===== config.mk =====
export PLATFORM = sky130hd
export DESIGN_NAME = register_file
export DESIGN_NICKNAME = d
export VERILOG_FILES = /design/src/rtl/register_file.sv
export SDC_FILE = /design/constraint.sdc
export NUM_CORES = 1
export LEC_CHECK = 0
export CAP_MARGIN = 25
export CORE_ASPECT_RATIO = 0.75
export CORE_MARGIN = 3
export CORE_UTILIZATION = 51
export DETAILED_ROUTE_END_ITERATION = 8
export PLACE_DENSITY = 0.86
export SETUP_SLACK_MARGIN = 0.2
export SLEW_MARGIN = 0
export SYNTH_ARGS = -nofsm -noshare
export SYNTH_HDL_FRONTEND = slang
export SYNTH_SLANG_ARGS = --single-unit

===== constraint.sdc =====
create_clock -name clk -period 8.5 [get_ports clk]
set_clock_uncertainty 0.05 [all_clocks]
set_input_delay 1.275 -clock clk [delete_from_list [all_inputs] [get_ports clk]]
set_output_delay 1.275 -clock clk [all_outputs]
set_load 0.03 [all_outputs]

===== src/rtl/register_file.sv =====
// 8 x 16-bit register file with two asynchronous read ports and one synchronous write port.
// Register 0 is hardwired to zero; the full contents are exported as a flat observation bus.
module register_file #(
    parameter int DATA_WIDTH = 16,
    parameter int ADDR_WIDTH = 3,
    localparam int NUM_REGS  = 2 ** ADDR_WIDTH
) (
    input  logic                           clk,
    input  logic                           rst,
    input  logic [ADDR_WIDTH-1:0]          RA,
    input  logic [ADDR_WIDTH-1:0]          RB,
    input  logic [ADDR_WIDTH-1:0]          RW,
    input  logic [DATA_WIDTH-1:0]          WD,
    input  logic                           RegWrite,
    input  logic                           rf_enable,
    output logic [DATA_WIDTH-1:0]          BusA,
    output logic [DATA_WIDTH-1:0]          BusB,
    output logic [NUM_REGS*DATA_WIDTH-1:0] registers
);

    // No storage exists for register 0; it is produced as a constant wherever it is observed.
    logic [DATA_WIDTH-1:0] mem [1:NUM_REGS-1];

    always_ff @(posedge clk or posedge rst) begin
        if (rst) begin
            for (int i = 1; i < NUM_REGS; i++) begin
                mem[i] <= '0;
            end
        end else if (rf_enable && RegWrite && (RW != '0)) begin
            mem[RW] <= WD;
        end
    end

    function automatic logic [DATA_WIDTH-1:0] read_port(input logic [ADDR_WIDTH-1:0] addr);
        logic [DATA_WIDTH-1:0] data;
        data = '0;
        if (addr != '0) begin
            data = mem[addr];
        end
        return data;
    endfunction

    always_comb begin
        BusA = '0;
        BusB = '0;
        if (rf_enable) begin
            BusA = read_port(RA);
            BusB = read_port(RB);
        end
    end

    assign registers[DATA_WIDTH-1:0] = '0;

    for (genvar g = 1; g < NUM_REGS; g++) begin : g_image
        assign registers[DATA_WIDTH*g +: DATA_WIDTH] = mem[g];
    end

endmodule


==> reports/results.ini, run 1 <==
[final_layout]
drive_gt1_share_pct=35.23
layout.area.seq_um2=2803
mostFrequentLayoutCells=168 x clkdlybuf4s50_1, 134 x mux2_2, 112 x dfrtp_1
fin_util_pct=70.79
antenna_cells=0
largest_register_ffs=112
multiInputGateArea_um2=3224
layout_commonest_cell=clkdlybuf4s50_1
nets=641
nFillCells=812
area_growth_pct=33.34

[flow_run]
drv_cap=0

[clocking]
cts_tree=yes
root_buffer=clkbuf_16
cts_buffers=9
postCtsSetupBuffers=0
h-tree-depth=3
clockBufferDepth=2
clock_latency_ps=340
clock-sinks=112
post_cts_resized=0
path_clk_slew_ps=70
hold_buffers=0

[setup_path]
endpoint_kind=primary output
startpoint_type=primary input
critical_path_class=primary input to primary output
critPathArrivalTime_ps=4050
worst-path-max-fanout=23
required_ps=7170

[floorplan]
die_w_um=133.9
rows=34
die_h_um=101.9
ios=189
initial_utilization_pct=53.09
dieArea_um2=13650
core_um2=11780

[yosys]
synth-seq-cells=112
ys_seq_area_share_pct=44.80
synth_area_leaders=dfrtp_1 45%, mux2_2 24%, mux4_2 12%
synth.top_cell.area_share_pct=44.80
netlist_area_um2=6256
ys_types=20
synth_top_cell_by_area=dfrtp_1
syn_area_per_cell_um2=13.78
yosysWarnings=0
synth_cells=454

[drt]
wl_per_cell_um=24.33
drtAntennaViolNets=0
vias_per_cell=6.248
routed-via-count=4861
drcViolationCount=0
routed_wirelength_mm=18.93
drtIter0Drc=395
firstDrtPassIters=6

[grt]
grt_pass1_wl_mm=28.68
grt_max_degree=61
grt_usage_pct=27.32
grt.overflow.total=0
grt_pass1_vias=4846
antenna_found_initial=0

[hold_path]
hp-class=flop to flop

[sta]
maxSlewHeadroom_pct=27.57
period_share_pct=63.25
fin_tns_setup_ps=0
fin_hold_ws_ps=509.3
fmax_mhz=186.0
fin_crit_ps=5376
drv_slew=0
rsz0062_at_grt=no
finalSetupViolCount=0
hold_viol=0
worst_pin_slew_ps=1086

[pwr]
clkPwrFrac_pct=19.4
power_frac_seq_pct=37.2
pwr-share-comb_pct=43.4
power_leakage_nw=3.343
intPower_mw=1.348
peakVddDrop_v=0.0001316
swShare_pct=38.10
p_sw_uw=829.9
power_density_nw_per_um2=261.1

[placement]
dp_hpwl_mm=12.27
numPortBuffers=172
gp_congestion=0.8489

[status]
status=finished clean

Yosys cell counts:
library cell / n
nand2_1: 1
buf_4: 22
nor3_1: 32
a221oi_1: 32
conb_1: 1
buf_2: 18
inv_1: 1
buf_6: 1
nand3_2: 1
o31ai_2: 2
nand2b_1: 2
nand3b_1: 1
nor2_2: 6
mux4_2: 32
nor2b_1: 35
or3_1: 1
mux2_2: 134
dfrtp_1: 112
mux2_4: 10
clkbuf_1: 10
path summary, 6_finish.rpt:
kind                               start              to  slack (ps)  cells after the start
setup / recovery                   RB[1]        BusB[12]        3120                      5
hold / removal             registers[64]   registers[64]         510                      1
setup reg to reg           registers[67]   registers[67]        7610                      1
hold reg to reg            registers[64]   registers[64]         510                      1
max in group asynchronous            rst  registers[117]        5880                      3
min in group asynchronous            rst   registers[81]        1360                      2
critical path, stage by stage:
cell and delay [ps]:
buf_2 580, nor2b_2 920, a221oi_1 230, nor3_1 280
clkdlybuf4s50_1 750
power by group through the flow:
stage | combinational (mW) | clock (mW) | sequential [mW]
after floorplan | 0.342 | 0 | 1.01
after global placement | 0.924 | 0 | 0.800
after detailed placement | 0.944 | 0 | 0.811
after CTS | 0.949 | 0.423 | 0.804
after global routing | 0.987 | 0.443 | 0.826
final | 0.946 | 0.423 | 0.809
metrics by stage:
step | std cells | area (um2) | power (mW) | setup WS [ps]
after global placement | 757 | 7975 | 1.724 | 3298
after floorplan | 469 | 6312 | 1.356 | 4216
after detailed placement | 757 | 7975 | 1.755 | 3222
after CTS | 772 | 8263 | 2.176 | 3168
after global routing | 778 | 8342 | 2.256 | 3025
final | 778 | 8342 | 2.178 | 3124
cell type report:
class | instances | area share [%]
clock buffer | 11 | 2.910
sequential | 112 | 33.60
inverter | 1 | 0.07500
tap | 162 | 2.430
multi-input combinational | 305 | 38.65
timing repair buffer | 183 | 21.79
clock inverter | 4 | 0.5400
kinds of logic (layout without fill, tap and decap cells):
kind of cell / Yosys count / after routing / synth area share, %
flip-flops: 112 / 112 / 44.80
other: 1 / 16 / 0.05994
buffers and inverters: 52 / 199 / 4.920
multiplexers: 176 / 176 / 38.04
AO/OA/AOI/OAI: 34 / 34 / 4.880
AND/OR/NAND/NOR: 79 / 79 / 7.300
layer usage:
metal / global-route usage, % / vias up / part of all wire [%] / routed length [um]
met5: 0 / - / 0 / 0
met4: 5.929 / 0 / 0.88 / 167
met3: 5.561 / 20 / 8.6 / 1626
met2: 45.98 / 284 / 49 / 9299
met1: 37.43 / 2542 / 41 / 7838
li1: - / 2015 / - / -
Note: power is estimated with default switching activity, not from simulation.
==> run 2: changes to the inputs <==
--- a/config.mk
+++ b/config.mk
@@ -8,9 +8,9 @@
 export CAP_MARGIN = 25
 export CORE_ASPECT_RATIO = 0.75
 export CORE_MARGIN = 3
-export CORE_UTILIZATION = 51
+export CORE_UTILIZATION = 48
 export DETAILED_ROUTE_END_ITERATION = 8
-export PLACE_DENSITY = 0.86
+export PLACE_DENSITY = 0.81
 export SETUP_SLACK_MARGIN = 0.2
 export SLEW_MARGIN = 0
 export SYNTH_ARGS = -nofsm -noshare
==> constraint.sdc (replaced) <==
create_clock -name clk -period 5.44 [get_ports clk]
set_clock_uncertainty 0.05 [all_clocks]
set_input_delay 0.816 -clock clk [delete_from_list [all_inputs] [get_ports clk]]
set_output_delay 0.816 -clock clk [all_outputs]
set_load 0.03 [all_outputs]
==> reports/results.ini, run 2 (synthesized netlist as in run 1, its figures left out) <==
[status]
status=finished clean  ; unchanged

[drt]
vias_per_cell=5.983  ; was 6.248
routed_wirelength_mm=18.46  ; was 18.93 mm
wl_per_cell_um=23.55  ; was 24.33 um
routed-via-count=4691  ; was 4861
firstDrtPassIters=4  ; was 6
drtAntennaViolNets=0  ; unchanged
drtIter0Drc=287  ; was 395
drcViolationCount=0  ; unchanged

[sta]
fmax_mhz=226.6
worst_pin_slew_ps=1067  ; was 1086 ps
rsz0062_at_grt=no  ; unchanged
period_share_pct=81.12
hold_viol=0  ; unchanged
fin_crit_ps=4413
maxSlewHeadroom_pct=28.78  ; was 27.57%
fin_tns_setup_ps=0  ; unchanged
finalSetupViolCount=0  ; unchanged
drv_slew=0  ; unchanged

[pwr]
intPower_mw=2.104  ; was 1.348 mW
power_leakage_nw=3.350  ; was 3.343 nW
clkPwrFrac_pct=19.7  ; was 19.4%
p_sw_mw=1.302  ; was 829.9 uW
swShare_pct=38.22  ; was 38.10%
power_density_nw_per_um2=406.7  ; was 261.1 nW/um2
power_frac_seq_pct=36.9  ; was 37.2%
peakVddDrop_v=0.0003150  ; was 0.0001316 V
pwr-share-comb_pct=43.4  ; about the same

[floorplan]
rows=35  ; was 34
core_um2=12520  ; was 11780 um2
die_h_um=104.9  ; was 101.9 um
die_w_um=137.8  ; was 133.9 um
dieArea_um2=14450  ; was 13650 um2
initial_utilization_pct=49.95  ; was 53.09%
ios=189  ; unchanged

[final_layout]
antenna_cells=0  ; unchanged
area_growth_pct=33.84  ; was 33.34%
largest_register_ffs=112  ; unchanged
fin_util_pct=66.85  ; was 70.79%
mostFrequentLayoutCells=168 x clkdlybuf4s50_1, 134 x mux2_2, 112 x dfrtp_1  ; unchanged
drive_gt1_share_pct=35.60  ; was 35.23%
nets=642  ; was 641
layout_commonest_cell=clkdlybuf4s50_1  ; unchanged

[clocking]
postCtsSetupBuffers=0  ; unchanged
clockBufferDepth=2  ; unchanged
clock-sinks=112  ; unchanged
post_cts_resized=0  ; unchanged
clock_latency_ps=350  ; was 340 ps
path_clk_slew_ps=70  ; about the same
cts_buffers=9  ; unchanged
root_buffer=clkbuf_16  ; unchanged
hold_buffers=0  ; unchanged
cts_tree=yes  ; unchanged
h-tree-depth=3  ; unchanged

[setup_path]
cp-endpoint=BusA[8]  ; was BusB[12]
max_stage_delay_ps=1040  ; was 920 ps
critPathArrivalTime_ps=3550  ; was 4050 ps
cp_cell_sequence=clkdlybuf4s50_1 > o31ai_4 > nor3_1 > clkdlybuf4s50_1  ; was buf_2 > nor2b_2 > a221oi_1 > nor3_1 > clkdlybuf4s50_1
r2r_end=registers[65]  ; was registers[67]
required_ps=4570  ; was 7170 ps
startpoint_type=primary input  ; unchanged
critical_path.startpoint=RA[2]  ; was RB[1]
r2r-start=registers[65]  ; was registers[67]
endpoint_kind=primary output  ; unchanged
ff2ff_setup_slack_ps=4550  ; was 7610 ps
critical_path_class=primary input to primary output  ; unchanged
slowest_stage=o31ai_4  ; was nor2b_2
worst-path-max-fanout=19  ; was 23
r2r_cells=1  ; unchanged
crit_top_cell=clkdlybuf4s50_1

[grt]
grt_pass1_wl_mm=28.50  ; was 28.68 mm
grt_max_degree=63  ; was 61
antenna_found_initial=0  ; unchanged
grt_usage_pct=25.81  ; was 27.32%
grt_pass1_vias=4881  ; was 4846
grt.overflow.total=0  ; unchanged

[hold_path]
hp-class=flop to flop  ; unchanged

[placement]
gp_congestion=0.8316  ; was 0.8489
numPortBuffers=172  ; unchanged
dp_hpwl_mm=12.61  ; was 12.27 mm

[flow_run]
drv_cap=0  ; unchanged

-- run 2: changes by cell type in the layout (fill, tap and decap cells not counted), sizes merged --
cell and change:
inv +3, clkinv -1, buf +1, clkbuf -2, clkinvlp +1
-- run 2: layout make-up --
cell class | instances | area (um2)
Timing Repair Buffer | 184 | 1829
Multi-Input combinational cell | 305 | 3224
Clock buffer | 9 | 225.2
Sequential cell | 112 | 2803
Fill cell | 930 | 4151
Inverter | 1 | 6.256
Tap cell | 166 | 207.7
Clock inverter | 7 | 77.57
-- run 2: critical path, delay by kind of cell --
family	cells	cell delay [ps]
AO/OA/AOI/OAI	1	1040
buffers and inverters	2	1500
AND/OR/NAND/NOR	1	190
-- run 2: layer usage --
layer	routed length, um	GRT usage [%]
met5	0	0
met4	251	6.417
met3	1457	6.400
met2	8944	41.75
met1	7810	35.08
-- run 2: through the flow --
| stage | power, mW | setup slack [ps] | hold slack (ps) | cell area [um2] | std cells |
|---|---|---|---|---|---|
| detailed placement | 2.743 | 1069 | 489.7 | 8014 | 764 |
| global placement | 2.701 | 1131 | 486.9 | 7988 | 762 |
| finish | 3.406 | 1027 | 505.4 | 8373 | 784 |
| global route | 3.550 | 949.9 | 531.2 | 8373 | 784 |
| CTS | 3.415 | 1052 | 506.0 | 8317 | 780 |
| floorplan | 2.119 | 1615 | 696.3 | 6312 | 469 |
-- run 2: worst min path at each step --
stage                       start            end  slack, ps  depth (start not counted)
detailed placement  registers[88]  registers[88]        490                          1
global placement    registers[49]  registers[49]        490                          1
global route        registers[16]  registers[16]        530                          1
finish              registers[88]  registers[88]        510                          1
floorplan           registers[48]  registers[48]        700                          1
CTS                 registers[88]  registers[88]        510                          1
-- run 2: power groups by stage --
stage / registers (mW) / logic (mW) / clock network [mW]
3_3_place_gp: 1.25 / 1.46 / 0
5_1_grt: 1.29 / 1.55 / 0.714
4_1_cts: 1.25 / 1.49 / 0.679
2_1_floorplan: 1.58 / 0.535 / 0
3_5_place_dp: 1.26 / 1.48 / 0
6_report: 1.26 / 1.48 / 0.671
==> run 3: changes to the inputs <==
--- a/config.mk
+++ b/config.mk
@@ -8,9 +8,9 @@
 export CAP_MARGIN = 25
 export CORE_ASPECT_RATIO = 0.75
 export CORE_MARGIN = 3
-export CORE_UTILIZATION = 48
+export CORE_UTILIZATION = 43
 export DETAILED_ROUTE_END_ITERATION = 8
-export PLACE_DENSITY = 0.81
+export PLACE_DENSITY = 0.77
 export SETUP_SLACK_MARGIN = 0.2
 export SLEW_MARGIN = 0
 export SYNTH_ARGS = -nofsm -noshare
==> constraint.sdc (replaced) <==
create_clock -name clk -period 3.76 [get_ports clk]
set_clock_uncertainty 0.05 [all_clocks]
set_input_delay 0.564 -clock clk [delete_from_list [all_inputs] [get_ports clk]]
set_output_delay 0.564 -clock clk [all_outputs]
set_load 0.03 [all_outputs]
==> reports/results.ini, run 3 (synthesized netlist as in run 1, its figures left out) <==
[setup_path]
crit_buf_inv=2  ; unchanged
required_ps=3150  ; was 4570 ps
crit_top_cell=clkdlybuf4s50_1  ; unchanged
worst-path-max-fanout=16  ; was 19
r2r-start=registers[65]  ; unchanged
crit_family=buffers and inverters  ; unchanged
r2r_cells=1  ; unchanged
endpoint_kind=primary output  ; unchanged
r2r_end=registers[65]  ; unchanged
slowest_stage=o31ai_4  ; unchanged
ff2ff_setup_slack_ps=2880  ; was 4550 ps
max_stage_delay_ps=830  ; was 1040 ps
startpoint_type=primary input  ; unchanged
critPathArrivalTime_ps=2730  ; was 3550 ps
cp_cell_sequence=clkdlybuf4s50_1 > o31ai_4 > nor3_1 > clkdlybuf4s50_1  ; unchanged
critical_path_class=primary input to primary output  ; unchanged

[final_layout]
nets=651  ; was 642
mostFrequentLayoutCells=165 x clkdlybuf4s50_1, 134 x mux2_2, 112 x dfrtp_1  ; was 168 x clkdlybuf4s50_1, 134 x mux2_2, 112 x dfrtp_1
fin_util_pct=60.72  ; was 66.85%
antenna_cells=0  ; unchanged
nFillCells=1082  ; was 930
multiInputGateArea_um2=3224  ; unchanged
final_cells=822  ; was 784
drive_gt1_share_pct=37.00  ; was 35.60%
area_growth_pct=35.70  ; was 33.84%
largest_register_ffs=112  ; unchanged
layout.area.seq_um2=2803  ; unchanged
final_cell_area_um2=8489  ; was 8373 um2
layout_commonest_cell=clkdlybuf4s50_1  ; unchanged

[pwr]
swShare_pct=38.67  ; was 38.22%
power_leakage_nw=3.393  ; was 3.350 nW
peakVddDrop_v=0.0002823  ; was 0.0003150 V
pwr-share-comb_pct=44.3  ; was 43.4%
p_sw_mw=1.882  ; was 1.302 mW
power_frac_seq_pct=37.1  ; was 36.9%
clkPwrFrac_pct=18.6  ; was 19.7%
intPower_mw=2.986  ; was 2.104 mW
power_density_nw_per_um2=573.4  ; was 406.7 nW/um2

[clocking]
root_buffer=clkbuf_16  ; unchanged
cts_tree=yes  ; unchanged
cts_buffers=9  ; unchanged
h-tree-depth=3  ; unchanged
postCtsSetupBuffers=0  ; unchanged
clockBufferDepth=2  ; unchanged
hold_buffers=0  ; unchanged
post_cts_resized=0  ; unchanged
clock-sinks=112  ; unchanged
path_clk_slew_ps=70  ; about the same
clock_latency_ps=340  ; was 350 ps

[sta]
setup_ws_ps=414.9  ; was 1027 ps
fmax_mhz=298.9
fin_crit_ps=3345
drv_slew=0  ; unchanged
rsz0062_at_grt=no  ; unchanged
hold_viol=0  ; unchanged
fin_tns_setup_ps=0  ; unchanged
maxSlewHeadroom_pct=32.35  ; was 28.78%
worst_pin_slew_ps=1015  ; was 1067 ps
finalSetupViolCount=0  ; unchanged
period_share_pct=88.96

[drt]
firstDrtPassIters=5  ; was 4
routed_wirelength_mm=18.92  ; was 18.46 mm
drtIter0Drc=272  ; was 287
drcViolationCount=0  ; unchanged
routed-via-count=4739  ; was 4691
drtAntennaViolNets=0  ; unchanged
vias_per_cell=5.765  ; was 5.983
wl_per_cell_um=23.02  ; was 23.55 um

[grt]
grt_pass1_vias=4964  ; was 4881
antenna_found_initial=0  ; unchanged
grt_max_degree=78  ; was 63
grt_usage_pct=23.53  ; was 25.81%
grt_pass1_wl_mm=29.67  ; was 28.50 mm
grt.overflow.total=0  ; unchanged

[floorplan]
rows=37  ; was 35
dieArea_um2=16050  ; was 14450 um2
ios=189  ; unchanged
initial_utilization_pct=44.75  ; was 49.95%
die_h_um=110.5  ; was 104.9 um
die_w_um=145.3  ; was 137.8 um
core_um2=13980  ; was 12520 um2

[placement]
place_area_um2=8178  ; was 8014 um2
gp_congestion=0.8046  ; was 0.8316
dp_hpwl_mm=13.20  ; was 12.61 mm
dp.cells=804  ; was 764
post-place-ws_ps=428.7  ; was 1069 ps
numPortBuffers=172  ; unchanged

[hold_path]
min_to=registers[81]  ; was registers[88]
worstHoldStart=registers[81]  ; was registers[88]
hp-class=flop to flop  ; unchanged
hold_depth=1  ; unchanged

[flow_run]
drv_cap=0  ; unchanged

[status]
status=finished clean  ; unchanged

run 3: metrics by stage:
stage	total power, mW	hold slack (ps)
finish	4.868	510.3
global route	5.083	536.4
CTS	4.895	517.4
detailed placement	3.979	496.5
global placement	3.928	482.4
floorplan	3.067	662.5
run 3: final cells by class:
cell class	count	area share, %
clock buffers	9	2.653
clock inverters	7	0.6632
inverters	1	0.08843
multi-input cells	305	37.98
flip-flops and latches	112	33.01
well taps	195	2.874
repair buffers	193	22.73
run 3: power by group through the flow:
stage,combinational [mW],clock (mW),sequential [mW]
CTS,2.17,0.926,1.80
floorplan,0.774,0,2.29
global route,2.26,0.976,1.85
finish,2.16,0.906,1.81
global placement,2.13,0,1.80
detailed placement,2.16,0,1.82
run 3: how the worst max path moves through the flow:
stage,start,end,slack [ps],depth (start not counted)
6_report,RA[2],BusA[7],410,4
5_1_grt,RA[2],BusA[7],360,4
4_1_cts,RB[2],BusB[3],420,4
3_5_place_dp,RA[2],BusA[10],430,4
3_3_place_gp,RA[2],BusA[10],450,4
2_1_floorplan,RB[1],BusB[0],960,6
run 3: per-layer routing:
metal | GRT usage [%] | part of all wire, % | vias to the layer above
met5 | 0 | 0 | -
met4 | 5.946 | 1.4 | 0
met3 | 7.055 | 7.8 | 21
met2 | 38.71 | 48 | 210
met1 | 30.69 | 42 | 2471
li1 | - | - | 2037
